## src/rtl/opfetch_pkg.sv

```systemverilog
// Shared widths and the decoded-instruction payload for the operand fetch stage.
package opfetch_pkg;

  localparam int unsigned ADDR_W   = 8;
  localparam int unsigned DATA_W   = 8;
  localparam int unsigned OP_W     = 4;
  localparam int unsigned CNT_W    = 16;
  localparam int unsigned SB_DEPTH = 1 << ADDR_W;

  typedef struct packed {
    logic [OP_W-1:0]   op;
    logic [ADDR_W-1:0] rd;
    logic              wen;
    logic [ADDR_W-1:0] rs1;
    logic [ADDR_W-1:0] rs2;
  } issue_t;

  // True when a valid writeback targets the given register address.
  function automatic logic addr_hit(input logic             valid,
                                    input logic [ADDR_W-1:0] a,
                                    input logic [ADDR_W-1:0] b);
    return valid && (a == b);
  endfunction

endpackage

```

## src/rtl/operand_fetch_pending_scoreboard.sv

```systemverilog
// One pending bit per architectural register; set by issue, cleared by writeback.
module pending_scoreboard
  import opfetch_pkg::*;
(
  input  logic              clock,
  input  logic              reset,
  input  logic              set_en_i,
  input  logic [ADDR_W-1:0] set_addr_i,
  input  logic              clr_en_i,
  input  logic [ADDR_W-1:0] clr_addr_i,
  input  logic [ADDR_W-1:0] rs1_addr_i,
  input  logic [ADDR_W-1:0] rs2_addr_i,
  input  logic [ADDR_W-1:0] rd_addr_i,
  output logic              rs1_pend_c,
  output logic              rs2_pend_c,
  output logic              rd_pend_c
);

  logic [SB_DEPTH-1:0] pend_q;
  logic [SB_DEPTH-1:0] pend_d;

  // Clear first so a same-address set on the same edge wins.
  always_comb begin
    pend_d = pend_q;
    if (clr_en_i) pend_d[clr_addr_i] = 1'b0;
    if (set_en_i) pend_d[set_addr_i] = 1'b1;
  end

  // Pending bit storage.
  always_ff @(posedge clock or posedge reset) begin
    if (reset) pend_q <= '0;
    else       pend_q <= pend_d;
  end

  assign rs1_pend_c = pend_q[rs1_addr_i];
  assign rs2_pend_c = pend_q[rs2_addr_i];
  assign rd_pend_c  = pend_q[rd_addr_i];

endmodule

```

## src/rtl/operand_fetch.sv

```systemverilog
// Operand fetch stage: hazard check against the pending scoreboard, reg_file read,
// one-entry output register toward execute.
// Optional feature: define BYPASS_EN to forward same-cycle writeback data to sources.
module operand_fetch
  import opfetch_pkg::*;
(
  input  logic              clock,
  input  logic              reset,
  input  logic              in_valid,
  output logic              in_ready,
  input  logic [OP_W-1:0]   in_op,
  input  logic [ADDR_W-1:0] in_rd,
  input  logic              in_wen,
  input  logic [ADDR_W-1:0] in_rs1,
  input  logic [ADDR_W-1:0] in_rs2,
  output logic [ADDR_W-1:0] r1_addr,
  output logic [ADDR_W-1:0] r2_addr,
  input  logic [DATA_W-1:0] r1_data,
  input  logic [DATA_W-1:0] r2_data,
  input  logic              wb_valid,
  input  logic [ADDR_W-1:0] wb_addr,
  input  logic [DATA_W-1:0] wb_data,
  output logic              out_valid,
  input  logic              out_ready,
  output logic [OP_W-1:0]   out_op,
  output logic [ADDR_W-1:0] out_rd,
  output logic              out_wen,
  output logic [DATA_W-1:0] out_a,
  output logic [DATA_W-1:0] out_b,
  output logic [CNT_W-1:0]  stall_count
);

  issue_t            iss_c;
  logic              rs1_pend_c;
  logic              rs2_pend_c;
  logic              rd_pend_c;
  logic              wb_hit1_c;
  logic              wb_hit2_c;
  logic              src1_haz_c;
  logic              src2_haz_c;
  logic              hazard_c;
  logic              accept_c;
  logic [DATA_W-1:0] opa_c;
  logic [DATA_W-1:0] opb_c;

  logic              out_valid_q, out_valid_d;
  logic [OP_W-1:0]   out_op_q,    out_op_d;
  logic [ADDR_W-1:0] out_rd_q,    out_rd_d;
  logic              out_wen_q,   out_wen_d;
  logic [DATA_W-1:0] out_a_q,     out_a_d;
  logic [DATA_W-1:0] out_b_q,     out_b_d;
  logic [CNT_W-1:0]  stall_q,     stall_d;

  assign iss_c   = '{op: in_op, rd: in_rd, wen: in_wen, rs1: in_rs1, rs2: in_rs2};
  assign r1_addr = iss_c.rs1;
  assign r2_addr = iss_c.rs2;

  pending_scoreboard u_sb (
    .clock      (clock),
    .reset      (reset),
    .set_en_i   (accept_c && iss_c.wen),
    .set_addr_i (iss_c.rd),
    .clr_en_i   (wb_valid),
    .clr_addr_i (wb_addr),
    .rs1_addr_i (iss_c.rs1),
    .rs2_addr_i (iss_c.rs2),
    .rd_addr_i  (iss_c.rd),
    .rs1_pend_c (rs1_pend_c),
    .rs2_pend_c (rs2_pend_c),
    .rd_pend_c  (rd_pend_c)
  );

  assign wb_hit1_c = addr_hit(wb_valid, wb_addr, iss_c.rs1);
  assign wb_hit2_c = addr_hit(wb_valid, wb_addr, iss_c.rs2);

`ifdef BYPASS_EN
  // Writeback this cycle resolves the pending source; its data is forwarded.
  assign src1_haz_c = rs1_pend_c && !wb_hit1_c;
  assign src2_haz_c = rs2_pend_c && !wb_hit2_c;
`else
  // reg_file read of a register being written this cycle is stale; wait one cycle.
  assign src1_haz_c = rs1_pend_c || wb_hit1_c;
  assign src2_haz_c = rs2_pend_c || wb_hit2_c;
`endif

  // Without bypass a writeback hit always blocks issue, so the mux never selects wb_data there.
  assign opa_c = wb_hit1_c ? wb_data : r1_data;
  assign opb_c = wb_hit2_c ? wb_data : r2_data;

  assign hazard_c = in_valid && (src1_haz_c || src2_haz_c || (iss_c.wen && rd_pend_c));
  assign in_ready = !hazard_c && (!out_valid_q || out_ready);
  assign accept_c = in_valid && in_ready;

  // Output register load/drain and hazard stall counter.
  always_comb begin
    out_valid_d = out_valid_q;
    out_op_d    = out_op_q;
    out_rd_d    = out_rd_q;
    out_wen_d   = out_wen_q;
    out_a_d     = out_a_q;
    out_b_d     = out_b_q;
    stall_d     = stall_q;
    if (accept_c) begin
      out_valid_d = 1'b1;
      out_op_d    = iss_c.op;
      out_rd_d    = iss_c.rd;
      out_wen_d   = iss_c.wen;
      out_a_d     = opa_c;
      out_b_d     = opb_c;
    end else if (out_ready) begin
      out_valid_d = 1'b0;
    end
    if (hazard_c && (stall_q != {CNT_W{1'b1}})) begin
      stall_d = stall_q + CNT_W'(1);
    end
  end

  // State registers.
  always_ff @(posedge clock or posedge reset) begin
    if (reset) begin
      out_valid_q <= 1'b0;
      out_op_q    <= '0;
      out_rd_q    <= '0;
      out_wen_q   <= 1'b0;
      out_a_q     <= '0;
      out_b_q     <= '0;
      stall_q     <= '0;
    end else begin
      out_valid_q <= out_valid_d;
      out_op_q    <= out_op_d;
      out_rd_q    <= out_rd_d;
      out_wen_q   <= out_wen_d;
      out_a_q     <= out_a_d;
      out_b_q     <= out_b_d;
      stall_q     <= stall_d;
    end
  end

  assign out_valid   = out_valid_q;
  assign out_op      = out_op_q;
  assign out_rd      = out_rd_q;
  assign out_wen     = out_wen_q;
  assign out_a       = out_a_q;
  assign out_b       = out_b_q;
  assign stall_count = stall_q;

endmodule

```

## config.mk

```make
export PLATFORM = sky130hd
export DESIGN_NAME = operand_fetch
export DESIGN_NICKNAME = d
export VERILOG_FILES = /design/src/rtl/opfetch_pkg.sv /design/src/rtl/operand_fetch_pending_scoreboard.sv /design/src/rtl/operand_fetch.sv
export SDC_FILE = /design/constraint.sdc
export NUM_CORES = 1
export LEC_CHECK = 0
export BUFFER_PORTS_ARGS = -buffer_cell sky130_fd_sc_hd__buf_2
export CORE_MARGIN = 2
export CORE_UTILIZATION = 45
export DETAILED_ROUTE_END_ITERATION = 6
export PLACE_DENSITY = 0.68
export SYNTH_ARGS = -nofsm -noshare
export SYNTH_HDL_FRONTEND = slang
export SYNTH_SLANG_ARGS = --single-unit
```

## constraint.sdc

```tcl
create_clock -name clock -period 25.5 [get_ports clock]
set_input_delay 5.1 -clock clock [delete_from_list [all_inputs] [get_ports clock]]
set_output_delay 5.1 -clock clock [all_outputs]
set_load 0.03 [all_outputs]
```

* Word-level counts from Yosys, hierarchy flattened
Index checks and enable logic that the tools add are counted. W data, S select, Z words.
Operators by class: reductions and logical operators 18, order comparisons 6, $add $sub $neg 1, equal/unequal tests 3, muxes and demuxes 16, bitwise logic cells 3
Operators by type and width (count):
- $mux W256 | 2
- $and A256 B256 Y256 | 1
- $not A256 Y256 | 1
- $or A256 B256 Y256 | 1
- $lt A8 B9 Y1 const B | 4
- $bmux W1 S8 | 3
- $add A16 B1 Y16 const B | 1
- $demux W1 S8 | 2
- $eq A8 B8 Y1 | 2
- $ge A8 B1 Y1 const B | 2
- $mux W8 | 2
- $ne A16 B16 Y1 const B | 1
- $logic_and A1 B1 Y1 | 10
- $mux W1 | 7
- $logic_or A1 B1 Y1 | 5
- $logic_not A1 Y1 | 2
- $reduce_bool A2 Y1 | 1
Storage, ports and cells: logic and storage cells 55, input port bits 66, register bits after elaboration 302, output and inout bits 63

* Depth between registers and ports, before layout
depth after elaboration 11, mapped depth 16, depth with buffers taken out 9

* By module
A second synthesis with hierarchy kept.
Second synthesis, totals: cell total of the unflattened synthesis 1819, area total of the unflattened synthesis 18748.0 µm²
Modules (own cells, without submodules):
- pending_scoreboard | seq. area each 6406.1 µm², cells each 1640, times used 1, area each 16463.3 µm²
- operand_fetch | seq. area each 1151.1 µm², cells each 179, times used 1, area each 2284.7 µm²

* Least setup slack after synthesis
OpenSTA, ideal clock, no wires.
path type input to output, start point input port in_rs1[2], end point output port in_ready, cell stages on the path 12, required time 20400 ps, data arrival time 8425 ps, slack 11975 ps, path buffers 4, path through buf_2 -> buf_1 -> clkbuf_1 -> mux4_2 -> a22oi_1 -> a21oi_1 -> nor4_1 -> nor3_1 -> a311o_1 -> a211o_1 -> clkbuf_1 -> a21boi_0
Between the ends: cells in the longest elaborated chain, start to end 8, elaborated cells between the ends (all ways) 10, classes of those cells eq/ne: 1; mux: 2; reduce/logical: 7
Ends and longest elaborated chain:
- from (decl) | line operand_fetch.sv:14 | input logic [ADDR_W-1:0] in_rs1,
- $bmux W1 S8 / $eq A8 B8 Y1 (equally long branches) | line operand_fetch_pending_scoreboard.sv:35, opfetch_pkg.sv:22
- $mux W1 (implied by the code) / $logic_and A1 B1 Y1 (equally long branches) | line operand_fetch_pending_scoreboard.sv:35, opfetch_pkg.sv:22
- $logic_or A1 B1 Y1 * | line operand_fetch.sv:82 | assign src1_haz_c = rs1_pend_c || wb_hit1_c;
- $logic_or A1 B1 Y1 * (2 in a row) | line operand_fetch.sv:90 | assign hazard_c = in_valid && (src1_haz_c || src2_haz_c || (iss_c.wen && rd_pend_c));
- $logic_and A1 B1 Y1 * | line operand_fetch.sv:90
- $logic_not A1 Y1 * | line operand_fetch.sv:91 | assign in_ready = !hazard_c && (!out_valid_q || out_ready);
- $logic_and A1 B1 Y1 * | line operand_fetch.sv:91
- to (decl) | line operand_fetch.sv:10 | output logic in_ready,
Mark *: on every way between the ends. The rest lies on a longest branch, timed or not. The select of a mux whose other input is x is not followed.

* Final worst setup path
start point input port in_rs1[0], end point output port in_ready
Same word-level chain as after synthesis.

==> results.py <==
metrics = {
    "outcome": {
        "status": "finished with violations",
        "violations": "design-rule violations",
    },
    "timing": {
        "tightest_slew_ns": 1.36,
        "rsz0062_at_grt": "no",
        "clock_skew_ns": 0.0227,
        "fin_crit_sh_pct": 57.0,
        "clock.fmax_mhz": 68.8,
        "setup_viol": 0,
        "hold_viol": 0,
        "tns_ns": 0,
        "hold_ws_ns": 0.476,
        "slew_headroom_pct": 9.29,
        "finalCriticalPeriod_ns": 14.53,
        "report.final.slew_viol_count": 0,
    },
    "clock_network": {
        "clockBufferDepth": 3,
        "cts_buffers": 34,
        "cts.sinks": 302,
        "cts.htree.levels": 2,
        "cts_root_buf": "clkbuf_16",
        "cts_tree": "built",
        "holdBufCountCts": 0,
        "clock_latency_ns": 0.54,
        "cts_resized": 0,
        "postCtsSetupBuffers": 0,
        "clkSlewWorstSetupHoldPaths_ns": 0.05,
    },
    "min_path": {
        "min_path_cells": 2,
        "hold_path.class": "reg -> reg",
    },
    "floorplanning": {
        "core_sq_mm": 0.0418,
        "die_x_um": 209,
        "io_pins": 129,
        "initial_utilization_pct": 45.4,
        "die_h_um": 209,
        "dieArea_sq_mm": 0.0438,
        "rows": 75,
    },
    "logic_synthesis": {
        "synth_edf_count": 0,
        "synthCells": 1752,
        "yosys_most_used_dff": "dfrtp_1",
        "async_reset_ff_share_pct": 100,
        "netlist_area_sq_mm": 0.0190,
        "ys_seq_area_share_pct": 39.9,
        "syn_area_per_cell_sq_um": 10.8,
        "synthDistinctLibCells": 61,
        "synth_seq_cells": 302,
        "synth_fp_nets": 1819,
        "yosysWarnings": 0,
    },
    "finish": {
        "fin_cells": 2326,
        "syn_to_final_growth_pct": 8.94,
        "mostFrequentLayoutCell": "o21ai_0",
        "final_cell_mix": "o21ai_0 (394), dfrtp_1 (302), mux4_2 (186)",
        "fillers": 3695,
        "drive_gt1_share_pct": 26.0,
        "fin_nets": 1830,
        "fin_util_pct": 49.4,
    },
    "place": {
        "dp_cells": 2266,
        "hpwl_um": 48900,
        "io_buffers": 128,
        "gp_congestion": 1.04,
    },
    "critical_path": {
        "slowest_stage": "nor4_1",
        "cp.arrival_ns": 9.43,
        "crit_path_start": "in_rs1[0]",
        "cpPeakStageDelay_ns": 0.76,
        "crit_top_cell": "buf_4",
        "worstPathRequired_ns": 20.40,
        "r2r-start": "u_sb.pend_q[252]",
        "r2r-end": "u_sb.pend_q[131]",
        "crit_path_start_kind": "input pin",
        "r2r.worst_path.cells": 11,
        "reg2reg_slack_ns": 21.00,
        "path_class": "in -> out",
        "crit_end": "in_ready",
        "critPathCaptureType": "output port",
        "cp_cell_sequence": "buf_4 -> buf_4 -> mux4_2 -> a22oi_1 -> a21oi_1 -> nor4_1 -> nor3_1 -> a311o_1 -> a211o_1 -> a21boi_0 -> buf_2",
        "critPathMaxFanout": 34,
    },
    "drt": {
        "routedWlPerCell_um": 29.6,
        "remaining_drc_errors": 1,
        "drt-pass1-iter-count": 7,
        "num_vias": 16700,
        "drt_iter0_drc": 2772,
        "avgViaCountPerCell": 7.17,
        "ant_nets": 0,
        "drt-total-wl_um": 68900,
    },
    "power_and_ir_drop": {
        "p_clk_share_pct": 39.4,
        "vdd_ir_drop_max_mv": 0.0331,
        "p_sw_share_pct": 30.7,
        "power_density_mw_per_mm2": 60.2,
        "comb_power_share_pct": 17.5,
        "power.total_mw": 1.24,
        "p_int_uw": 862,
        "seqPwrFrac_pct": 43.1,
        "p_sw_uw": 382,
        "power.leakage_nw": 8.13,
    },
    "global_routing": {
        "overflow": 0,
        "grt_pass1_vias": 16000,
        "grt_start_max_net_pins": 168,
        "antenna_found_initial": 4,
        "grt_pass1_wl_um": 103000,
        "grtUsageTotal_pct": 31.4,
    },
    "flow_run": {
        "maxCapViolCount": 0,
    },
}
==> cell usage after synthesis, types with 9 or more instances <==
cell type / number / share of area (%)
buf_2: 28 / 0.74
o21ai_1: 83 / 2.2
mux2i_1: 48 / 2.5
buf_6: 17 / 1.0
nor2b_1: 24 / 0.79
a21oi_1: 16 / 0.42
buf_1: 12 / 0.24
and3_1: 11 / 0.36
mux2_2: 14 / 0.83
nand4_1: 14 / 0.46
clkbuf_1: 91 / 1.8
buf_4: 21 / 0.83
o21ai_0: 394 / 10
nand3_1: 36 / 0.95
dfrtp_1: 302 / 40
mux4_2: 186 / 22
inv_1: 9 / 0.18
o21ai_2: 60 / 2.8
nor3_1: 18 / 0.48
nand2_1: 165 / 3.3
nor2_1: 32 / 0.63
nand2b_1: 14 / 0.46
a22oi_1: 41 / 1.6
xnor2_1: 28 / 1.3
==> area by class of cell <==
type	instances	area, sq um	area share, %
inverters	9	41.3	0.200
diodes	3	7.51	0.0364
flip-flops and latches	302	7560	36.6
clock inverters	12	138	0.667
repair buffers	144	786	3.81
clock buffers	45	943	4.57
multi-input cells	1272	10500	50.8
well taps	539	674	3.27
==> worst max-delay path, delay by kind of cell <==
kind                   cells  cell delay (ns)
buffers and inverters      3             1.38
multiplexers               1             0.58
AND/OR/NAND/NOR            2             0.86
AO/OA/AOI/OAI              5             1.43
==> metal layers <==
metal	global-route usage (%)	routed length, um	up-vias
met5	0	10	-
met4	14.3	3760	2
met3	10.0	9880	271
met2	47.2	29900	1427
met1	41.8	25300	8275
li1	-	-	6691
==> flip-flops by register name (all words and copies together) (netlist names) <==
signal / count
u_sb.pend_q: 256
stall_count: 16
out_a: 8
out_b: 8
out_rd: 8
out_op: 4
out_valid: 1
out_wen: 1
==> logic make-up after synthesis <==
| family | after synthesis | share of synthesized area (%) |
|---|---|---|
| simple gates | 340 | 8.42 |
| compound gates | 652 | 19.9 |
| fa+ha+maj | 1 | 0.0660 |
| buf+inv | 178 | 4.80 |
| xor+xnor | 31 | 1.43 |
| mux | 248 | 25.5 |
| flops | 302 | 39.9 |
==> per-stage QoR <==
| stage | setup slack [ns] | cell area [sq um] |
|---|---|---|
| after global placement | 11.20 | 19600 |
| after CTS | 11.12 | 20600 |
| after detailed placement | 11.18 | 19600 |
| final | 10.97 | 20600 |
| after global routing | 10.73 | 20600 |
| after floorplan | 11.97 | 19000 |
==> power groups by stage <==
stage / combinational (mW) / sequential, mW / clock, mW
2_1_floorplan: 0.118 / 0.570 / 0
3_3_place_gp: 0.209 / 0.542 / 0
3_5_place_dp: 0.214 / 0.543 / 0
4_1_cts: 0.214 / 0.535 / 0.496
5_1_grt: 0.230 / 0.539 / 0.515
6_report: 0.217 / 0.537 / 0.490
==> how the worst min path moves through the flow <==
stage | from | endpoint | slack (ns)
after floorplan | u_sb.pend_q[242] | u_sb.pend_q[242] | 0.50
after global placement | out_a[2] | out_a[2] | 0.46
after detailed placement | out_a[7] | out_a[7] | 0.47
after CTS | out_a[7] | out_a[7] | 0.48
after global routing | out_a[6] | out_a[6] | 0.51
final | out_a[7] | out_a[7] | 0.48
No activity file was read; power rests on OpenSTA's default activity.
